$ cat config.mk
export PLATFORM = sky130hd
export DESIGN_NAME = commit_trace_buf
export DESIGN_NICKNAME = d
export VERILOG_FILES = /design/src/rtl/commit_trace_buf.sv
export SDC_FILE = /design/constraint.sdc
export NUM_CORES = 2
export LEC_CHECK = 0
export CAP_MARGIN = 10
export CORE_ASPECT_RATIO = 1.1
export CORE_MARGIN = 4
export CORE_UTILIZATION = 63
export CTS_CLUSTER_DIAMETER = 60
export CTS_CLUSTER_SIZE = 8
export DETAILED_ROUTE_END_ITERATION = 16
export PLACE_DENSITY_LB_ADDON = 0.2
export SKIP_CTS_REPAIR_TIMING = 1
export SLEW_MARGIN = 20
export SYNTH_ARGS = -nofsm -noshare
export SYNTH_HDL_FRONTEND = slang
export SYNTH_SLANG_ARGS = --single-unit
$ cat constraint.sdc
create_clock -name clk -period 47.1 [get_ports clk]
set_clock_uncertainty 0.05 [all_clocks]
set_input_delay 9.42 -clock clk [delete_from_list [all_inputs] [get_ports clk]]
set_output_delay 9.42 -clock clk [all_outputs]
set_load 0.02 [all_outputs]
$ cat src/rtl/commit_trace_buf.sv
// commit_trace_buf: captures retired-instruction records into a FIFO for a trace consumer.
//
// Ports:
//   clk, rst            sole clock; synchronous active-high reset
//   commit              one retired instruction this cycle
//   commit_instr/pc/pre_pc  retired instruction word and PC fields
//   trace_valid/ready   head-entry handshake toward the consumer
//   trace_instr/pc/pre_pc/seq/jump  head entry fields (all zero when empty)
//   commit_cnt          commits seen while running (including dropped ones)
//   drop_cnt, overflow  commits lost to a full FIFO (saturating) / sticky flag
//   level               current occupancy
//   halted, done        ebreak retired / ebreak retired and FIFO drained
module commit_trace_buf #(
   parameter int unsigned DEPTH = 8
) (
   input  logic                       clk,
   input  logic                       rst,
   input  logic                       commit,
   input  logic [31:0]                commit_instr,
   input  logic [63:0]                commit_pc,
   input  logic [63:0]                commit_pre_pc,
   output logic                       trace_valid,
   input  logic                       trace_ready,
   output logic [31:0]                trace_instr,
   output logic [63:0]                trace_pc,
   output logic [63:0]                trace_pre_pc,
   output logic [63:0]                trace_seq,
   output logic                       trace_jump,
   output logic [63:0]                commit_cnt,
   output logic [31:0]                drop_cnt,
   output logic                       overflow,
   output logic [$clog2(DEPTH):0]     level,
   output logic                       halted,
   output logic                       done
);

   localparam int unsigned PtrW = $clog2(DEPTH);
   localparam int unsigned LvlW = PtrW + 1;
   localparam logic [31:0] Ebreak = 32'h00100073;

   typedef enum logic [1:0] {StRun, StDrain, StDone} state_e;

   state_e            state_q, state_d;
   logic [PtrW-1:0]   wrPtr_q, rdPtr_q;
   logic [LvlW-1:0]   level_q, level_d;
   logic [63:0]       commitCnt_q;
   logic [31:0]       dropCnt_q;
   logic              overflow_q;

   logic [31:0]       instrMem [DEPTH];
   logic [63:0]       pcMem    [DEPTH];
   logic [63:0]       prePcMem [DEPTH];
   logic [63:0]       seqMem   [DEPTH];
   logic              jumpMem  [DEPTH];

   logic capture, empty, full, pop, push, drop, jumpIn;

   always_comb begin
      capture = commit && (state_q == StRun);
      empty   = (level_q == '0);
      full    = (level_q == LvlW'(DEPTH));
      pop     = !empty && trace_ready;
      // A full FIFO still accepts a push when the head leaves in the same cycle.
      push    = capture && (!full || pop);
      drop    = capture && full && !pop;
      jumpIn  = (commit_pc != (commit_pre_pc + 64'd4));
   end

   always_comb begin
      level_d = level_q;
      unique case ({push, pop})
         2'b10:   level_d = level_q + LvlW'(1);
         2'b01:   level_d = level_q - LvlW'(1);
         default: level_d = level_q;
      endcase
   end

   always_comb begin
      state_d = state_q;
      unique case (state_q)
         StRun:   if (capture && (commit_instr == Ebreak)) state_d = StDrain;
         // Uses the post-pop level so done follows the final pop immediately.
         StDrain: if (level_d == '0) state_d = StDone;
         StDone:  state_d = StDone;
         default: state_d = StRun;
      endcase
   end

   always_ff @(posedge clk) begin
      if (rst) begin
         state_q     <= StRun;
         wrPtr_q     <= '0;
         rdPtr_q     <= '0;
         level_q     <= '0;
         commitCnt_q <= '0;
         dropCnt_q   <= '0;
         overflow_q  <= 1'b0;
      end else begin
         state_q <= state_d;
         level_q <= level_d;
         if (push) wrPtr_q <= wrPtr_q + PtrW'(1);
         if (pop)  rdPtr_q <= rdPtr_q + PtrW'(1);
         if (capture) commitCnt_q <= commitCnt_q + 64'd1;
         if (drop) begin
            if (dropCnt_q != 32'hFFFFFFFF) dropCnt_q <= dropCnt_q + 32'd1;
            overflow_q <= 1'b1;
         end
      end
   end

   // Storage needs no reset; reads are masked while empty.
   always_ff @(posedge clk) begin
      if (!rst && push) begin
         instrMem[wrPtr_q] <= commit_instr;
         pcMem[wrPtr_q]    <= commit_pc;
         prePcMem[wrPtr_q] <= commit_pre_pc;
         seqMem[wrPtr_q]   <= commitCnt_q;
         jumpMem[wrPtr_q]  <= jumpIn;
      end
   end

   always_comb begin
      trace_valid  = !empty;
      trace_instr  = empty ? 32'd0 : instrMem[rdPtr_q];
      trace_pc     = empty ? 64'd0 : pcMem[rdPtr_q];
      trace_pre_pc = empty ? 64'd0 : prePcMem[rdPtr_q];
      trace_seq    = empty ? 64'd0 : seqMem[rdPtr_q];
      trace_jump   = empty ? 1'b0  : jumpMem[rdPtr_q];
      commit_cnt   = commitCnt_q;
      drop_cnt     = dropCnt_q;
      overflow     = overflow_q;
      level        = level_q;
      halted       = (state_q != StRun);
      done         = (state_q == StDone);
   end

endmodule

==> results.toml <==
[global_route]
grt_pass1_vias = 41340
grt_max_degree = 135
grt.total_usage_pct = 29.67
grt_antenna_before_repair = 28
grt_overflow_total = 0
grt_pass1_wl_um = 271000

[final_layout]
final_cell_mix = "edfxtp_1 (1800), clkdlybuf4s50_1 (491), mux4_2 (450)"
layout_commonest_cell = "edfxtp_1"
nNetsFinal = 4651
instances_no_fill = 6104
area_growth_pct = 19.22
drive_gt1_share_pct = 18.37

[critical_path]
critical_path_class = "flop to primary output"
ff2ff_path_depth = 8
reg2reg_slack_ns = 42.27
r2r-end = "pcMem[2][24]$_DFFE_PP_"
timing.rr.start = "state_q[0]$_SDFFE_PP0P_"
crit_end = "trace_pre_pc[5]"
cp-end-kind = "primary output"
startpoint_type = "flop"
cp.arrival_ns = 6.04
crit_fanout = 72
cp.required_ns = 37.63

[clock_network]
htree_levels = 5
clock-sinks = 1912
numCtsBuffers = 289
cts_tree = "built"
root_buffer = "clkbuf_16"
clkTransAtPathRegs_ns = 0.05
clk_latency_ns = 0.86
cts_max_path_buffers = 4

[synth]
synthArstFlopShare_pct = 0
synth_edf_count = 1800
synth-adder-area-share_pct = 0.1661
synth_nets = 3989
synth_xor_area_share_pct = 1.826
seq_area_frac_synth_pct = 74.75
synth_top_family_by_area = "multiplexers"
synth.area.mux_share_pct = 16.70
avgSynthCellArea_um2 = 19.74
syn-instance-count = 3815
synth-simple-area-share_pct = 4.658
synth_compound_area_share_pct = 0.8573
synth-warning-count = 0
ys_seq_elements = 1912
syn-cell-area_um2 = 75310
synth_cell_type_count = 64
synth_top_flop_cell = "edfxtp_1"

[route]
vias = 40250
via_per_inst = 6.594
ant_nets = 0
route.detailed.drc = 0
wl_um = 182900
drtIter0Drc = 4068
drt-wirelength-per-cell_um = 29.96
firstDrtPassIters = 6

[placed_design]
port_buffers = 492
dp.cells = 5726
hpwlAfterDp_um = 99610
gp_congestion = 0.8746

[die]
dieArea_um2 = 125100
core_um2 = 118300
core.rowCount = 132
start_util_pct = 63.69
die_w_um = 337.7
ios = 493
die_h_um = 370.6

[sta]
min_period_over_period_pct = 32.94
period_minus_slack_ns = 15.51
grt_setup_unrepaired = "false"
worst_pin_slew_ns = 1.146
final-max-slew-violation-count = 0
fmax_mhz = 64.46
hold_viol = 0
setup_viol = 0
max_slew_margin_pct = 23.60
setup_tns_ns = 0

[power_and_ir_drop]
power_density_nw_per_um2 = 52.44
peakVddDrop_mv = 0.06552
finalPower_uw = 4708
power.leakage_uw = 0.02829

[run]
drv_cap = 0

[worst_hold_path]
hold_path_class = "flop to flop"

[outcome]
status = "finished clean"
==> worst max-delay path, stage by stage, from the launching register on <==
cell and delay [ns]:
dfxtp_4 0.67, buf_4 0.93, buf_4 0.90, buf_4 0.96, mux4_2 0.42, mux2i_1 0.52, nor2_1 0.10, clkdlybuf4s50_1 0.57
==> flip-flops by register name (all words and copies together), names as in the netlist, named ones only <==
register and flops:
commit_cnt 64, level 4, rdPtr_q 3, wrPtr_q 3, pcMem 512, seqMem 512
drop_cnt 32, state_q 2, overflow 1, instrMem 256, prePcMem 512, jumpMem 8
==> layout make-up <==
| type | count | area [um2] |
|---|---|---|
| Clock inverter | 3 | 23.77 |
| Timing Repair Buffer | 551 | 5459 |
| Sequential cell | 1912 | 56310 |
| Fill cell | 6354 | 28460 |
| Antenna cell | 22 | 55.05 |
| Multi-Input combinational cell | 1696 | 18280 |
| Inverter | 27 | 101.3 |
| Tap cell | 1541 | 1928 |
| Clock buffer | 352 | 7639 |
==> per-stage QoR <==
stage / worst slack, ns / utilization, % / area [um2] / hold slack, ns
floorplan: 19.42 / - / 75310 / 0.4041
global placement: 32.54 / 69.37 / 82030 / 0.3884
detailed placement: 32.54 / 69.37 / 82030 / 0.3935
CTS: 31.56 / 75.85 / 89700 / 0.4009
global route: 31.38 / 75.90 / 89760 / 0.4271
finish: 31.59 / 75.93 / 89790 / 0.3995
==> layer usage <==
metal / track usage (%) / vias to the layer above / routed length (um)
li1: - / 16750 / -
met1: 40.72 / 20940 / 68560
met2: 47.80 / 2188 / 91420
met4: 10.96 / 18 / 6263
met3: 6.505 / 353 / 16510
met5: 0 / - / 126
==> kinds of logic (layout without fill, tap and decap cells) <==
family	after synthesis	after routing
other	0	22
flip-flops	1912	1912
AND/OR/NAND/NOR	726	726
adder cells (fa/ha/maj)	10	10
XOR/XNOR	157	157
multiplexers	694	694
AO/OA/AOI/OAI	109	109
buffers and inverters	207	933
==> Yosys cell counts (13+ instances only) <==
| cell | count | area share (%) |
|---|---|---|
| o21ai_0 | 29 | 0.19 |
| mux2i_1 | 243 | 3.2 |
| nor4_1 | 26 | 0.22 |
| and2_1 | 13 | 0.11 |
| nand3_1 | 71 | 0.47 |
| xor2_1 | 73 | 0.85 |
| and4_1 | 21 | 0.24 |
| edfxtp_1 | 1800 | 72 |
| xnor2_1 | 84 | 0.98 |
| or3_1 | 25 | 0.21 |
| a21oi_1 | 38 | 0.25 |
| dfxtp_1 | 112 | 3.0 |
| and3_1 | 24 | 0.20 |
| nand4_1 | 41 | 0.34 |
| clkbuf_1 | 93 | 0.46 |
| buf_1 | 85 | 0.42 |
| nand2_1 | 77 | 0.38 |
| nor2_1 | 350 | 1.7 |
| inv_1 | 27 | 0.13 |
| nor3_1 | 27 | 0.18 |
| mux4_2 | 450 | 13 |
==> power by group <==
part | total (uW) | internal [uW] | switching (uW)
logic | 1030 | 466 | 568
clock network | 1770 | 1110 | 657
registers | 1900 | 1880 | 21.9
==> how the worst min path moves through the flow <==
stage | end | startpoint | slack (ns) | depth (start not counted)
after floorplan | flop | rdPtr_q[1]$_SDFFE_PP0N_ | 0.40 | 2
after global placement | overflow$_SDFFE_PP0P_ | overflow$_SDFFE_PP0P_ | 0.39 | 2
after detailed placement | overflow$_SDFFE_PP0P_ | overflow$_SDFFE_PP0P_ | 0.39 | 2
after CTS | overflow$_SDFFE_PP0P_ | overflow$_SDFFE_PP0P_ | 0.40 | 2
after global routing | overflow$_SDFFE_PP0P_ | overflow$_SDFFE_PP0P_ | 0.43 | 2
final | overflow$_SDFFE_PP0P_ | overflow$_SDFFE_PP0P_ | 0.40 | 2
(Power assumes the default switching activity.)
